### src/rtl/mvm_ctrl_pkg.sv
// Shared types for the MVM command sequencer: op codes and FSM states.
package mvm_ctrl_pkg;

  localparam int OP_W = 2;

  typedef enum logic [OP_W-1:0] {
    OP_LOAD_M = 2'd0,
    OP_LOAD_V = 2'd1,
    OP_RUN    = 2'd2
  } op_t;

  typedef enum logic [2:0] {
    S_IDLE,
    S_FILL,
    S_ISSUE,
    S_STREAM,
    S_START,
    S_WAIT,
    S_COLLECT,
    S_DRAIN
  } state_t;

endpackage

### src/rtl/mvm_seq_ctrl_if.sv
// Host-side command/data/result streams plus the MVM control pins of the sequencer.
interface mvm_seq_ctrl_if
  import mvm_ctrl_pkg::*;
#(
  parameter int B = 8
);

  logic            cmd_valid;
  logic            cmd_ready;
  logic [OP_W-1:0] cmd_op;
  logic            s_valid;
  logic            s_ready;
  logic [B-1:0]    s_data;
  logic            m_valid;
  logic            m_ready;
  logic [2*B-1:0]  m_data;
  logic            m_last;
  logic            err;
  logic            busy;
  logic            mvm_loadM;
  logic            mvm_loadV;
  logic            mvm_start;
  logic [B-1:0]    mvm_din;
  logic            mvm_done;
  logic [2*B-1:0]  mvm_dout;

  // slave: the sequencer itself
  modport slave (
    input  cmd_valid, cmd_op, s_valid, s_data, m_ready, mvm_done, mvm_dout,
    output cmd_ready, s_ready, m_valid, m_data, m_last, err, busy,
           mvm_loadM, mvm_loadV, mvm_start, mvm_din
  );

  // master: host plus MVM side surrounding the sequencer
  modport master (
    output cmd_valid, cmd_op, s_valid, s_data, m_ready, mvm_done, mvm_dout,
    input  cmd_ready, s_ready, m_valid, m_data, m_last, err, busy,
           mvm_loadM, mvm_loadV, mvm_start, mvm_din
  );

endinterface

### src/rtl/mvm_ctrl_buf.sv
// Linear burst buffer: register array with independent write/read counters against a run-time length n.
module mvm_ctrl_buf #(
  parameter  int DEPTH = 16,
  parameter  int W     = 8,
  localparam int CW    = $clog2(DEPTH + 1),
  localparam int AW    = (DEPTH > 1) ? $clog2(DEPTH) : 1
) (
  input  logic          clk,
  input  logic          rst,
  input  logic          clr,
  input  logic          wr_en,
  input  logic [W-1:0]  wr_data,
  input  logic          rd_en,
  input  logic [CW-1:0] n,
  output logic [W-1:0]  rd_data,
  output logic          full,
  output logic          wr_last,
  output logic          rd_last
);

  logic [W-1:0]  mem [DEPTH];
  logic [CW-1:0] wr_ptr_q;
  logic [CW-1:0] rd_ptr_q;

  always_ff @(posedge clk or posedge rst) begin
    if (rst) begin
      wr_ptr_q <= '0;
      rd_ptr_q <= '0;
    end else if (clr) begin
      wr_ptr_q <= '0;
      rd_ptr_q <= '0;
    end else begin
      if (wr_en) wr_ptr_q <= wr_ptr_q + CW'(1);
      if (rd_en) rd_ptr_q <= rd_ptr_q + CW'(1);
    end
  end

  always_ff @(posedge clk) begin
    if (wr_en) mem[wr_ptr_q[AW-1:0]] <= wr_data;
  end

  assign rd_data = mem[rd_ptr_q[AW-1:0]];
  assign full    = (wr_ptr_q == n);
  assign wr_last = (wr_ptr_q == n - CW'(1));
  assign rd_last = (rd_ptr_q == n - CW'(1));

endmodule

### src/rtl/mvm_seq_ctrl.sv
// Command sequencer owning all MVM control pins: buffers load bursts, replays them gaplessly, collects results.
// Optional done watchdog enabled by defining MVM_CTRL_TIMEOUT_EN.
module mvm_seq_ctrl
  import mvm_ctrl_pkg::*;
#(
  parameter int K       = 4,
  parameter int B       = 8,
  parameter int TIMEOUT = 4*K*K + 16
) (
  input logic           clk,
  input logic           reset,
  mvm_seq_ctrl_if.slave bus
);

  localparam int NM  = K * K;
  localparam int ICW = $clog2(NM + 1);
  localparam int RCW = $clog2(K + 1);

  state_t state_q, state_d;
  logic m_loaded_q, m_loaded_d;
  logic v_loaded_q, v_loaded_d;
  logic is_m_q, is_m_d;
  logic err_q, err_d;
  logic cmd_ready_q;
  logic cmd_acc, timeout_hit;

  logic           in_clr, in_wr_en, in_rd_en, in_full, in_wr_last, in_rd_last;
  logic [B-1:0]   in_rd_data;
  logic [ICW-1:0] in_n;
  logic           res_clr, res_wr_en, res_rd_en, res_full, res_wr_last, res_rd_last;
  logic [2*B-1:0] res_rd_data;

  assign cmd_acc   = bus.cmd_valid & cmd_ready_q;
  assign in_n      = is_m_q ? ICW'(NM) : ICW'(K);
  assign in_wr_en  = (state_q == S_FILL) & bus.s_valid & ~in_full;
  assign in_rd_en  = (state_q == S_STREAM);
  assign res_wr_en = (state_q == S_COLLECT) & ~res_full;
  assign res_rd_en = (state_q == S_DRAIN) & bus.m_ready;

  mvm_ctrl_buf #(.DEPTH(NM), .W(B)) u_in_buf (
    .clk(clk), .rst(reset), .clr(in_clr),
    .wr_en(in_wr_en), .wr_data(bus.s_data), .rd_en(in_rd_en), .n(in_n),
    .rd_data(in_rd_data), .full(in_full), .wr_last(in_wr_last), .rd_last(in_rd_last)
  );

  mvm_ctrl_buf #(.DEPTH(K), .W(2*B)) u_res_buf (
    .clk(clk), .rst(reset), .clr(res_clr),
    .wr_en(res_wr_en), .wr_data(bus.mvm_dout), .rd_en(res_rd_en), .n(RCW'(K)),
    .rd_data(res_rd_data), .full(res_full), .wr_last(res_wr_last), .rd_last(res_rd_last)
  );

`ifdef MVM_CTRL_TIMEOUT_EN
  localparam int WDW = $clog2(TIMEOUT + 1);
  logic [WDW-1:0] wd_q;

  always_ff @(posedge clk or posedge reset) begin
    if (reset)                  wd_q <= '0;
    else if (state_q != S_WAIT) wd_q <= '0;
    else                        wd_q <= wd_q + WDW'(1);
  end

  // fires on the TIMEOUT-th WAIT cycle; a done in that same cycle still wins
  assign timeout_hit = (state_q == S_WAIT) & (wd_q == WDW'(TIMEOUT - 1));
`else
  if (TIMEOUT >= 1) begin : g_no_wd
    assign timeout_hit = 1'b0;
  end
`endif

  always_comb begin
    state_d    = state_q;
    m_loaded_d = m_loaded_q;
    v_loaded_d = v_loaded_q;
    is_m_d     = is_m_q;
    err_d      = 1'b0;
    in_clr     = 1'b0;
    res_clr    = 1'b0;
    case (state_q)
      S_IDLE: begin
        if (cmd_acc) begin
          case (bus.cmd_op)
            OP_LOAD_M: begin is_m_d = 1'b1; in_clr = 1'b1; state_d = S_FILL; end
            OP_LOAD_V: begin is_m_d = 1'b0; in_clr = 1'b1; state_d = S_FILL; end
            OP_RUN: begin
              if (m_loaded_q & v_loaded_q) begin
                res_clr = 1'b1;
                state_d = S_START;
              end else begin
                err_d = 1'b1;
              end
            end
            default: err_d = 1'b1;
          endcase
        end
      end
      S_FILL:   if (in_wr_en & in_wr_last) state_d = S_ISSUE;
      S_ISSUE:  state_d = S_STREAM;
      S_STREAM: begin
        if (in_rd_last) begin
          in_clr  = 1'b1;
          state_d = S_IDLE;
          // a new matrix invalidates the vector previously paired with it
          if (is_m_q) begin m_loaded_d = 1'b1; v_loaded_d = 1'b0; end
          else        v_loaded_d = 1'b1;
        end
      end
      S_START:  state_d = S_WAIT;
      S_WAIT: begin
        if (bus.mvm_done) begin
          state_d = S_COLLECT;
        end else if (timeout_hit) begin
          err_d      = 1'b1;
          m_loaded_d = 1'b0;
          v_loaded_d = 1'b0;
          state_d    = S_IDLE;
        end
      end
      S_COLLECT: if (res_wr_last) state_d = S_DRAIN;
      S_DRAIN: begin
        if (res_rd_en & res_rd_last) begin
          res_clr = 1'b1;
          state_d = S_IDLE;
        end
      end
      default: state_d = S_IDLE;
    endcase
  end

  always_ff @(posedge clk or posedge reset) begin
    if (reset) begin
      state_q     <= S_IDLE;
      m_loaded_q  <= 1'b0;
      v_loaded_q  <= 1'b0;
      is_m_q      <= 1'b0;
      err_q       <= 1'b0;
      cmd_ready_q <= 1'b0;
    end else begin
      state_q     <= state_d;
      m_loaded_q  <= m_loaded_d;
      v_loaded_q  <= v_loaded_d;
      is_m_q      <= is_m_d;
      err_q       <= err_d;
      cmd_ready_q <= (state_d == S_IDLE);
    end
  end

  assign bus.cmd_ready = cmd_ready_q;
  assign bus.s_ready   = (state_q == S_FILL);
  assign bus.m_valid   = (state_q == S_DRAIN);
  assign bus.m_data    = (state_q == S_DRAIN) ? res_rd_data : '0;
  assign bus.m_last    = (state_q == S_DRAIN) & res_rd_last;
  assign bus.err       = err_q;
  assign bus.busy      = (state_q != S_IDLE);
  assign bus.mvm_loadM = (state_q == S_ISSUE) & is_m_q;
  assign bus.mvm_loadV = (state_q == S_ISSUE) & ~is_m_q;
  assign bus.mvm_start = (state_q == S_START);
  assign bus.mvm_din   = (state_q == S_STREAM) ? in_rd_data : '0;

endmodule
### src/flat_wrapper.sv
// flat-port wrapper written by rule: the top's interface ports become plain ports
module mvm_seq_ctrl_flat import mvm_ctrl_pkg::*;
#(
  parameter int K       = 4,
  parameter int B       = 8,
  parameter int TIMEOUT = 4*K*K + 16
)
  (clk, reset, bus_cmd_valid, bus_cmd_op, bus_s_valid, bus_s_data, bus_m_ready, bus_mvm_done, bus_mvm_dout, bus_cmd_ready, bus_s_ready, bus_m_valid, bus_m_data, bus_m_last, bus_err, bus_busy, bus_mvm_loadM, bus_mvm_loadV, bus_mvm_start, bus_mvm_din);
  mvm_seq_ctrl_if #(.B(B)) bus_i ();
  input logic clk;
  input logic reset;
  input wire logic [$bits(bus_i.cmd_valid)-1:0] bus_cmd_valid;
  input wire logic [$bits(bus_i.cmd_op)-1:0] bus_cmd_op;
  input wire logic [$bits(bus_i.s_valid)-1:0] bus_s_valid;
  input wire logic [$bits(bus_i.s_data)-1:0] bus_s_data;
  input wire logic [$bits(bus_i.m_ready)-1:0] bus_m_ready;
  input wire logic [$bits(bus_i.mvm_done)-1:0] bus_mvm_done;
  input wire logic [$bits(bus_i.mvm_dout)-1:0] bus_mvm_dout;
  output wire logic [$bits(bus_i.cmd_ready)-1:0] bus_cmd_ready;
  output wire logic [$bits(bus_i.s_ready)-1:0] bus_s_ready;
  output wire logic [$bits(bus_i.m_valid)-1:0] bus_m_valid;
  output wire logic [$bits(bus_i.m_data)-1:0] bus_m_data;
  output wire logic [$bits(bus_i.m_last)-1:0] bus_m_last;
  output wire logic [$bits(bus_i.err)-1:0] bus_err;
  output wire logic [$bits(bus_i.busy)-1:0] bus_busy;
  output wire logic [$bits(bus_i.mvm_loadM)-1:0] bus_mvm_loadM;
  output wire logic [$bits(bus_i.mvm_loadV)-1:0] bus_mvm_loadV;
  output wire logic [$bits(bus_i.mvm_start)-1:0] bus_mvm_start;
  output wire logic [$bits(bus_i.mvm_din)-1:0] bus_mvm_din;
  assign bus_i.cmd_valid = bus_cmd_valid;
  assign bus_i.cmd_op = bus_cmd_op;
  assign bus_i.s_valid = bus_s_valid;
  assign bus_i.s_data = bus_s_data;
  assign bus_i.m_ready = bus_m_ready;
  assign bus_i.mvm_done = bus_mvm_done;
  assign bus_i.mvm_dout = bus_mvm_dout;
  assign bus_cmd_ready = bus_i.cmd_ready;
  assign bus_s_ready = bus_i.s_ready;
  assign bus_m_valid = bus_i.m_valid;
  assign bus_m_data = bus_i.m_data;
  assign bus_m_last = bus_i.m_last;
  assign bus_err = bus_i.err;
  assign bus_busy = bus_i.busy;
  assign bus_mvm_loadM = bus_i.mvm_loadM;
  assign bus_mvm_loadV = bus_i.mvm_loadV;
  assign bus_mvm_start = bus_i.mvm_start;
  assign bus_mvm_din = bus_i.mvm_din;
  mvm_seq_ctrl #(.K(K), .B(B), .TIMEOUT(TIMEOUT)) u_core (.clk(clk), .reset(reset), .bus(bus_i));
endmodule
### config.mk
export PLATFORM = sky130hd
export DESIGN_NAME = mvm_seq_ctrl_flat
export DESIGN_NICKNAME = d
export VERILOG_FILES = /design/src/rtl/mvm_ctrl_pkg.sv /design/src/rtl/mvm_seq_ctrl_if.sv /design/src/rtl/mvm_ctrl_buf.sv /design/src/rtl/mvm_seq_ctrl.sv /design/src/flat_wrapper.sv
export SDC_FILE = /design/constraint.sdc
export NUM_CORES = 1
export LEC_CHECK = 0
export CAP_MARGIN = 25
export CORE_ASPECT_RATIO = 0.75
export CORE_UTILIZATION = 45
export CTS_BUF_LIST = sky130_fd_sc_hd__clkbuf_16
export CTS_CLUSTER_DIAMETER = 30
export DETAILED_ROUTE_END_ITERATION = 10
export HOLD_SLACK_MARGIN = 0.02
export PLACE_DENSITY_LB_ADDON = 0.08
export SLEW_MARGIN = 5
export SYNTH_ARGS = -nofsm -noshare
export SYNTH_HDL_FRONTEND = slang
export SYNTH_SLANG_ARGS = --single-unit
export TNS_END_PERCENT = 50
### constraint.sdc
create_clock -name clk -period 2.3 [get_ports clk]
set_input_delay 0.69 -clock clk [delete_from_list [all_inputs] [get_ports clk]]
set_output_delay 0.69 -clock clk [all_outputs]
set_load 0.01 [all_outputs]
==> reports/metrics.cfg <==
[synth]
yosysUniqueCellTypes=60
syn_avg_cell_area_sq_um=18.4
seq_area_frac_synth_pct=70.7
synthFlopType=edfxtp_1
synth_top_area_share_pct=64.0
netlist_area_sq_um=9000
ys_top_cells_by_area=edfxtp_1 64%, mux4_2 12%, dfrtp_1 6.7%, mux2i_1 2.0%, ha_1 1.7%
async_flop_share_pct=11.1
synth-edff-count=192
yosys_warnings=0
ys_ff_latch=216
yosys.area.top_type=edfxtp_1
syn_nets=532
synthCells=488

[min_path]
whs_path_depth=1
holdPathEnd=u_core.m_loaded_q
worstHoldPathType=reg2reg
min_from=u_core.m_loaded_q

[sta]
period_share_pct=125
hold_violations=0
timing.setup.tns_ps=-10290
fin_ws_ps=-584
finalCriticalPeriod_ps=2880
slew_headroom_pct=53.0
fmax_mhz=347
worst_slew_pin_slew_ps=700
finalSetupViolations=27
skew_ps=28.1
rsz0062_at_grt=true
slew_viol_final=0

[cells_and_area]
fin_nets=706
final_cell_count_no_fill=945
finish.utilization_pct=62.9
fin_area_sq_um=12300
syn_to_final_growth_pct=36.3
fillers=1401
drive_gt1_share_pct=42.0

[pwr]
power_w=0.0134
vdd_drop_max_v=0.000668
power.density_nw_per_um2=1090
power_leakage_nw=4.38

[routing]
top_layer_used=met4
drt-initial-drc-count=310
wl_met3_mm=1.09
dr.pass1.iters=8
route.detailed.drc=20
viasPerCell=5.39
ant_nets=0
wl_met1_mm=9.41
num_vias=5093
wire_per_inst_um=20.7
wl_met2_mm=8.79
wirelength_mm=19.6

[global_routing]
overflow=0
grt_max_degree=32
grt_usage_pct=19.5
grt_pass1_wl_mm=29.4
first_global_vias=5097
grt_antenna_before_repair=0

[critical_path]
reg2regPathDepth=9
crit_required_ps=1610
cp_max_fo=7
path_cells=buf_12, buf_6, mux4_2, mux2i_2, o22ai_2, buf_2
critical-path-max-stage-delay_ps=490
crit_path_end_kind=output pin
cp_slowest_cell=mux4_2
r2r_end=u_core.u_in_buf.mem[0][5]
cp-start-kind=flop
critPathKind=reg2out
r2r-start=u_core.state_q[1]
cp_top_family=multiplexers
critPathArrivalTime_ps=2190
cp.buffers_inverters=3
reg2reg_slack_ps=80

[placement]
placed_cells=835
hpwl_mm=11.7
io_buffers=64
gp_congestion=0.751
place_area_sq_um=10300

[clock_tree]
clk_pin_slew_ps=50
cts_sinks=216
cts_tree=yes
h-tree-depth=2
cts_root_buffer=clkbuf_16
cts_buffers=38
insertion_delay_ps=500
clockBufferDepth=3

[status]
violations=design-rule violations, negative setup slack
outcome=finished, violations left

[floorplanning]
start_util_pct=46.2
die_h_um=124
io_pins=65
core_sq_um=19500
row_count=44
chipWidth_um=165
die_area_sq_um=20600

[job]
cap_viol_max_count=0

[synthesized netlist by cell type (2+ instances only)]
library cell,instances
edfxtp_1,192
mux4_2,48
dfrtp_1,24
nor2_1,24
and2_1,22
mux2i_1,18
nand2_1,17
ha_1,12
buf_2,11
inv_1,9
a21oi_1,8
nand3_1,8
o22ai_1,8
o21ai_0,7
buf_6,6
clkbuf_1,4
nor2b_1,4
nand3_2,3
nand4b_1,3
nor3_2,3
or3_1,3
xnor2_1,3
xor2_1,3
a211oi_1,2
a21o_1,2
and3_1,2
and3b_1,2
and4b_1,2
buf_4,2
nand2b_1,2
nand3b_1,2
nand4_1,2
nor3_1,2
o21ai_1,2
[metal layers]
metal | global-route usage (%) | vias up
li1 | - | 2304
met1 | 30.0 | 2623
met2 | 28.5 | 142
met3 | 3.83 | 24
met4 | 5.13 | 0
met5 | 0 | -
[power by group]
group | switching, W | total, W | internal [W]
Combinational | 0.00170 | 0.00364 | 0.00195
Sequential | 0.000135 | 0.00457 | 0.00444
Clock | 0.00181 | 0.00521 | 0.00341
Total | 0.00364 | 0.0134 | 0.00979
[how the worst max path moves through the flow]
stage / start / to / cells past startpoint
after floorplan: u_core.u_res_buf.rd_ptr_q[0] / bus_m_data[1] / 4
after global placement: u_core.u_in_buf.rd_ptr_q[0] / bus_mvm_din[7] / 6
after detailed placement: u_core.u_in_buf.rd_ptr_q[0] / bus_mvm_din[7] / 6
after CTS: u_core.u_in_buf.rd_ptr_q[0] / bus_mvm_din[4] / 6
after global routing: u_core.u_in_buf.rd_ptr_q[0] / bus_mvm_din[4] / 6
final: u_core.u_in_buf.rd_ptr_q[0] / bus_mvm_din[5] / 6
[registers in the layout (all words and copies together) (netlist names)]
register,count
u_core.u_res_buf.wr_ptr_q,3
u_core.u_in_buf.mem,128
u_core.u_res_buf.rd_ptr_q,3
u_core.bus.err,1
u_core.u_in_buf.wr_ptr_q,5
u_core.m_loaded_q,1
u_core.u_in_buf.rd_ptr_q,5
u_core.bus.cmd_ready,1
u_core.state_q,3
u_core.u_res_buf.mem,64
u_core.v_loaded_q,1
u_core.is_m_q,1
[logic make-up after synthesis]
kind of cell             synth area share, %
AND/OR/NAND/NOR                         7.89
multiplexers                            14.0
adder cells (fa/ha/maj)                 1.67
XOR/XNOR                               0.584
buffers and inverters                   2.22
AO/OA/AOI/OAI                           2.90
flip-flops                              70.7
[cell type report]
type	instances	area (sq um)	area share (%)
tap	253	317	2.58
clock inverter	30	239	1.95
sequential	216	6370	51.9
timing repair inverter	1	8.76	0.0714
antenna	1	2.50	0.0204
clock buffer	39	976	7.96
multi-input combinational	237	2680	21.9
timing repair buffer	157	1630	13.2
inverter	11	48.8	0.398
[layout by cell type (no fill, tap or decap), types with 6 or more instances in the layout]
| cell type | instances |
|---|---|
| buf_4 | 46 |
| and2_4 | 14 |
| buf_2 | 15 |
| clkinv_1 | 8 |
| nand2_1 | 17 |
| edfxtp_1 | 192 |
| a21oi_1 | 8 |
| and2_1 | 9 |
| clkinv_2 | 6 |
| ha_1 | 10 |
| inv_1 | 12 |
| nor2_1 | 20 |
| nand3_1 | 7 |
| dfrtp_1 | 22 |
| mux4_2 | 48 |
| o21ai_0 | 7 |
| buf_12 | 13 |
| mux2i_4 | 6 |
| clkdlybuf4s50_1 | 33 |
| clkinvlp_4 | 8 |
| buf_6 | 43 |
| clkbuf_16 | 42 |
| mux2i_2 | 7 |
[stage by stage]
| step | hold WS, ps | setup slack [ps] |
|---|---|---|
| 3_5_place_dp | 439 | -502 |
| 2_1_floorplan | 421 | 154 |
| 3_3_place_gp | 434 | -458 |
| 5_1_grt | 478 | -642 |
| 6_report | 444 | -584 |
| 4_1_cts | 447 | -623 |
[what timing repair did]
item,in CTS,in global routing
buffers inserted,23,19
cloned,2,3
pin swaps,5,24
endpoints found under the setup margin,39,123
hold buffers,0,0
resized for setup,182,66
No activity file was read; power rests on OpenSTA's default activity.
